==> src/rtl/game_net_pkg.sv <==
// Shared game packet definitions for the tx/rx paths.
// Header, sizes, payload layout, CRC-8 step function.
package game_net_pkg;

  localparam logic [7:0] GAME_PKT_HEADER = 8'hA5;
  localparam int GAME_PKT_BYTES = 8;
  localparam int GAME_PAYLOAD_W = 40;
  localparam logic [7:0] GAME_CRC8_POLY = 8'h07;

  // MSB-first field order; P0 is the top byte.
  typedef struct packed {
    logic [10:0] x;
    logic [10:0] y;
    logic [8:0]  dir;
    logic [2:0]  stat;
    logic        rst;
    logic [4:0]  pad;
  } game_payload_t;

  typedef enum logic [1:0] {
    TX_IDLE = 2'd0,
    TX_SEND = 2'd1,
    TX_GAP  = 2'd2
  } tx_state_e;

  // One byte of CRC-8, MSB first, no reflection.
  function automatic logic [7:0] crc8_update(
    input logic [7:0] crc,
    input logic [7:0] data
  );
    logic [7:0] c;
    c = crc ^ data;
    for (int i = 0; i < 8; i++) begin
      if (c[7]) c = {c[6:0], 1'b0} ^ GAME_CRC8_POLY;
      else      c = {c[6:0], 1'b0};
    end
    return c;
  endfunction

endpackage

==> src/rtl/game_state_tx_crc8_byte.sv <==
// Combinational CRC-8 step over one byte.
// crc_in/data_in -> crc_out.
module crc8_byte
  import game_net_pkg::*;
(
  input  logic [7:0] crc_in,
  input  logic [7:0] data_in,
  output logic [7:0] crc_out
);

  assign crc_out = crc8_update(crc_in, data_in);

endmodule

==> src/rtl/game_state_tx.sv <==
// Per-frame local player state packet, sent as dibits.
// Ports: clk/rst, hcount/vcount, player fields, axiov/axiod, busy, seq_num.
module game_state_tx
  import game_net_pkg::*;
#(
  parameter int         TX_H       = 1200,
  parameter int         TX_V       = 800,
  parameter logic [7:0] HEADER     = GAME_PKT_HEADER,
  parameter int         GAP_CYCLES = 48
) (
  input  logic        clk,
  input  logic        rst,
  input  logic [10:0] hcount,
  input  logic [9:0]  vcount,
  input  logic [10:0] player_x,
  input  logic [10:0] player_y,
  input  logic [8:0]  player_direction,
  input  logic [2:0]  game_stat,
  input  logic        local_rst,
  output logic        axiov,
  output logic [1:0]  axiod,
  output logic        busy,
  output logic [7:0]  seq_num
);

  localparam int PKT_W = GAME_PKT_BYTES * 8;
  localparam int PKT_DIBITS = GAME_PKT_BYTES * 4;
  localparam logic [10:0] TX_H_L = TX_H[10:0];
  localparam logic [9:0]  TX_V_L = TX_V[9:0];
  localparam logic [5:0]  LAST_DIB = 6'(PKT_DIBITS);
  // GAP_CYCLES must be at least 1.
  localparam logic [15:0] GAP_LAST = 16'(GAP_CYCLES - 1);

  tx_state_e state_q, state_d;
  logic              axiov_q, axiov_d;
  logic [1:0]        axiod_q, axiod_d;
  logic              busy_q, busy_d;
  logic [7:0]        seq_q, seq_d;
  logic [5:0]        dib_cnt_q, dib_cnt_d;
  logic [15:0]       gap_cnt_q, gap_cnt_d;
  logic [PKT_W-3:0]  sreg_q, sreg_d;

  logic trig;
  logic last_dib;
  logic gap_last;

  game_payload_t              payload_c;
  logic [GAME_PAYLOAD_W-1:0]  p_bits;
  logic [7:0]                 crc_b [0:5];
  logic [7:0]                 crc_c [0:6];
  logic [PKT_W-1:0]           pkt_c;

  assign trig = (hcount == TX_H_L) &&
                (vcount == TX_V_L);
  assign last_dib = (dib_cnt_q == LAST_DIB);
  assign gap_last = (gap_cnt_q == GAP_LAST);

  always_comb begin
    payload_c      = '0;
    payload_c.x    = player_x;
    payload_c.y    = player_y;
    payload_c.dir  = player_direction;
    payload_c.stat = game_stat;
    payload_c.rst  = local_rst;
  end

  assign p_bits = payload_c;

  // CRC covers SEQ then P0..P4; header is excluded.
  assign crc_b[0] = seq_q;
  assign crc_c[0] = 8'h00;

  for (genvar i = 0; i < 5; i++) begin : g_pay
    assign crc_b[i+1] = p_bits[GAME_PAYLOAD_W-1-8*i -: 8];
  end

  for (genvar i = 0; i < 6; i++) begin : g_crc
    crc8_byte u_crc (
      .crc_in  (crc_c[i]),
      .data_in (crc_b[i]),
      .crc_out (crc_c[i+1])
    );
  end

  // Byte 0 sits in the low bits so a right shift
  // sends bytes in order, each LSB dibit first.
  for (genvar i = 0; i < 6; i++) begin : g_pkt
    assign pkt_c[8*(i+1) +: 8] = crc_b[i];
  end
  assign pkt_c[7:0] = HEADER;
  assign pkt_c[PKT_W-1 -: 8] = crc_c[6];

  always_ff @(posedge clk) begin
    if (rst) begin
      state_q   <= TX_IDLE;
      axiov_q   <= 1'b0;
      axiod_q   <= 2'b00;
      busy_q    <= 1'b0;
      seq_q     <= 8'h00;
      dib_cnt_q <= '0;
      gap_cnt_q <= '0;
      sreg_q    <= '0;
    end else begin
      state_q   <= state_d;
      axiov_q   <= axiov_d;
      axiod_q   <= axiod_d;
      busy_q    <= busy_d;
      seq_q     <= seq_d;
      dib_cnt_q <= dib_cnt_d;
      gap_cnt_q <= gap_cnt_d;
      sreg_q    <= sreg_d;
    end
  end

  always_comb begin
    state_d = state_q;
    unique case (1'b1)
      (state_q == TX_IDLE): if (trig) state_d = TX_SEND;
      (state_q == TX_SEND): if (last_dib) state_d = TX_GAP;
      (state_q == TX_GAP):  if (gap_last) state_d = TX_IDLE;
      default:              state_d = TX_IDLE;
    endcase
  end

  // The first dibit is loaded straight from the packet
  // so it appears the cycle after the trigger.
  always_comb begin
    axiov_d   = 1'b0;
    axiod_d   = 2'b00;
    seq_d     = seq_q;
    dib_cnt_d = dib_cnt_q;
    gap_cnt_d = gap_cnt_q;
    sreg_d    = sreg_q;
    unique case (1'b1)
      (state_q == TX_IDLE): begin
        if (trig) begin
          axiov_d   = 1'b1;
          axiod_d   = pkt_c[1:0];
          sreg_d    = pkt_c[PKT_W-1:2];
          dib_cnt_d = 6'd1;
        end
      end
      (state_q == TX_SEND): begin
        if (last_dib) begin
          seq_d     = seq_q + 8'd1;
          dib_cnt_d = '0;
          gap_cnt_d = '0;
        end else begin
          axiov_d   = 1'b1;
          axiod_d   = sreg_q[1:0];
          sreg_d    = {2'b00, sreg_q[PKT_W-3:2]};
          dib_cnt_d = dib_cnt_q + 6'd1;
        end
      end
      (state_q == TX_GAP): begin
        gap_cnt_d = gap_last ? '0 : gap_cnt_q + 16'd1;
      end
      default: ;
    endcase
    busy_d = (state_d != TX_IDLE);
  end

  assign axiov   = axiov_q;
  assign axiod   = axiod_q;
  assign busy    = busy_q;
  assign seq_num = seq_q;

endmodule
==> config.mk <==
export PLATFORM = sky130hd
export DESIGN_NAME = game_state_tx
export DESIGN_NICKNAME = d
export VERILOG_FILES = /design/src/rtl/game_net_pkg.sv /design/src/rtl/game_state_tx_crc8_byte.sv /design/src/rtl/game_state_tx.sv
export SDC_FILE = /design/constraint.sdc
export NUM_CORES = 1
export LEC_CHECK = 0
export ABC_AREA = 1
export BUFFER_PORTS_ARGS = -buffer_cell sky130_fd_sc_hd__buf_2
export CORE_ASPECT_RATIO = 0.75
export CORE_MARGIN = 2
export CORE_UTILIZATION = 64
export CTS_CLUSTER_SIZE = 16
export DETAILED_ROUTE_END_ITERATION = 10
export PLACE_DENSITY = 0.88
export SLEW_MARGIN = 20
export SYNTH_ARGS = -nofsm -noshare
export SYNTH_HDL_FRONTEND = slang
export SYNTH_SLANG_ARGS = --single-unit
==> constraint.sdc <==
create_clock -name clk -period 4.7 [get_ports clk]
set_clock_uncertainty 0.1 [all_clocks]
set_input_delay 0.47 -clock clk [delete_from_list [all_inputs] [get_ports clk]]
set_output_delay 0.47 -clock clk [all_outputs]
set_load 0.01 [all_outputs]
==> flow_summary.ini <==
[finish]
fin_area_mm2 = 0.00707
final_common_cell = nand2_1
final_cell_mix = 359 x nand2_1, 115 x inv_1, 102 x nand3_1, 100 x o21ai_0, 98 x dfxtp_1
syn2layout_area_growth_pct = 12.0
drive_gt1_frac = 0.156
fill_cells = 815
nets = 1139
postLayoutCoreUtil = 0.735
antenna_cells = 0

[sta]
setup_viol = 0
setup_slack_ns = 1.01
drv_slew = 0
slew_headroom = 0.479
rsz0062_at_grt = no
fin_crit_ns = 3.69
worstMarginPinSlew_ns = 0.781
post-route-period-util = 0.785
final_hold_viol_count = 0
max_freq_mhz = 271
fin_setup_tns_ns = 0

[global_route]
grt_pass1_wl_um = 26700
grt_pass1_vias = 5862
grt_max_degree = 87
grtUsageTotal = 0.301
grt-ovfl-total = 0
antenna_found_initial = 0

[clock_network]
post_cts_buffers = 0
htreeDepth = 3
ctsResizeCount = 0
path_clk_slew_ns = 0.07
cts_root_buf = clkbuf_16
cts.sinks = 98
ctsLongestPathBuffers = 2
cts_made_buffers = 9
cts_hold_buf = 0
cts_tree = built
clkLatencyLatePin_ns = 0.35

[drt]
final_antenna_net_count = 0
wl_per_cell_um = 13.0
first_pass_iters = 5
num_vias = 6556
drcViolationCount = 0
routed_wl_um = 15700
detailedRoute.firstIterationViolations = 665
vias_per_cell = 5.42

[synthesis]
ys_seq_area_frac = 0.311
synth_area_mm2 = 0.00631
ys_seq_elements = 98
netlist_instances = 1014
syn-num-nets = 1080
yosysWarnings = 0
synth.distinct_cells = 35
synth_area_per_cell_um2 = 6.23

[floorplan]
dieArea_mm2 = 0.0107
num_rows = 31
io_pins = 70
core_mm2 = 0.00962
initial_core_util = 0.656
die_w_um = 119
die_h_um = 90.0

[hold_path]
hold_path.class = flop to flop

[placed_design]
portBuffers = 69
place_ws_ns = 1.12
hpwl_um = 11700
gp_congestion = 1.00
place_area_mm2 = 0.00677

[worst_setup_path]
slowest_stage = dfxtp_1
crit_path_frequent_cell = nand2_1
arrival_ns = 3.85
crit_type = flop to flop
crit_path_end_kind = flop
crit_path_start_kind = flop
slowest_delay_ns = 0.50
worstPathRequired_ns = 4.85
crit_fanout = 8

[run_status]
status = finished, final reports clean

[power]
powerDensity_mw_per_mm2 = 332
power.leakage_nw = 3.55
ir_drop_v = 0.000216

[flow_run]
cap_violations = 0
==> metal layers <==
metal  vias to the layer above  global-route usage  wire, um
li1                       3376                   -         -
met1                      2892               0.416      7250
met2                       260               0.472      6980
met3                        28              0.0679      1230
met4                         0              0.0843       268
met5                         -                   0         0
==> sequential cells by signal (all words and copies together) (netlist names) <==
register / count
sreg_q: 62
gap_cnt_q: 16
seq_num: 8
dib_cnt_q: 6
axiod: 2
state_q: 2
axiov: 1
busy: 1
==> power breakdown <==
group	switching (mW)	leakage, nW	internal, mW
logic	0.505	2.62	0.281
clock network	0.349	0.144	0.386
registers	0.000000367	0.789	0.829
total	0.854	3.55	1.50
==> synthesized netlist by cell type (all sizes together) <==
master  number  area share
xnor2        3      0.0054
nand2      406        0.26
inv        126       0.075
o21a         1      0.0012
nor4         4      0.0040
o211ai       1      0.0012
clkbuf      23       0.014
nand3      112       0.097
nand3b       9       0.011
a221oi       5      0.0069
nor3        15       0.012
xor2         8       0.016
xnor3        2      0.0071
a211oi       4      0.0048
nand4        6      0.0059
mux2i        7       0.011
a21oi       28       0.022
buf          4      0.0038
o21ai      103       0.082
dfxtp       98        0.31
ha           8       0.016
a32o         6      0.0095
or2          1     0.00099
nor2        33       0.020
clkinv       1     0.00059
==> final timing paths <==
check | from | slack, ns | cells after the start | endpoint
worst min-delay path | sreg_q[57] | 0.36 | 2 | sreg_q[57]
worst max register to register | seq_num[3] | 1.01 | 31 | sreg_q[58]
worst min register to register | sreg_q[57] | 0.36 | 2 | sreg_q[57]
worst max-delay path | seq_num[3] | 1.01 | 31 | sreg_q[58]
==> layout make-up <==
class	count	area, um^2	area share
clock buffers	10	239	0.0338
clock inverters	6	61.3	0.00867
inverters	127	477	0.0674
multi-input cells	762	3770	0.534
flip-flops and latches	98	1960	0.278
well taps	132	165	0.0234
repair buffers	75	390	0.0552
==> logic make-up after synthesis <==
| group | count (synthesis) | synth area share |
|---|---|---|
| xor+xnor | 13 | 0.0283 |
| mux | 7 | 0.0111 |
| simple gates | 586 | 0.413 |
| buf+inv | 154 | 0.0929 |
| compound gates | 148 | 0.128 |
| fa+ha+maj | 8 | 0.0159 |
| flops | 98 | 0.311 |
==> through the flow <==
| step | power, mW | hold slack, ns | std cells |
|---|---|---|---|
| 2_1_floorplan | 1.48 | 0.321 | 1014 |
| 3_3_place_gp | 1.61 | 0.333 | 1194 |
| 3_5_place_dp | 1.62 | 0.338 | 1194 |
| 4_1_cts | 2.34 | 0.346 | 1210 |
| 5_1_grt | 2.50 | 0.371 | 1210 |
| 6_report | 2.35 | 0.356 | 1210 |
==> critical path, delay by kind of cell (launching register included) <==
kind | cells | cell delay, ns
adders and majority gates | 1 | 0.34
DFF | 1 | 0.50
and+or+nand+nor | 25 | 2.29
buffers and inverters | 5 | 0.36
No activity file was read; power rests on OpenSTA's default activity.
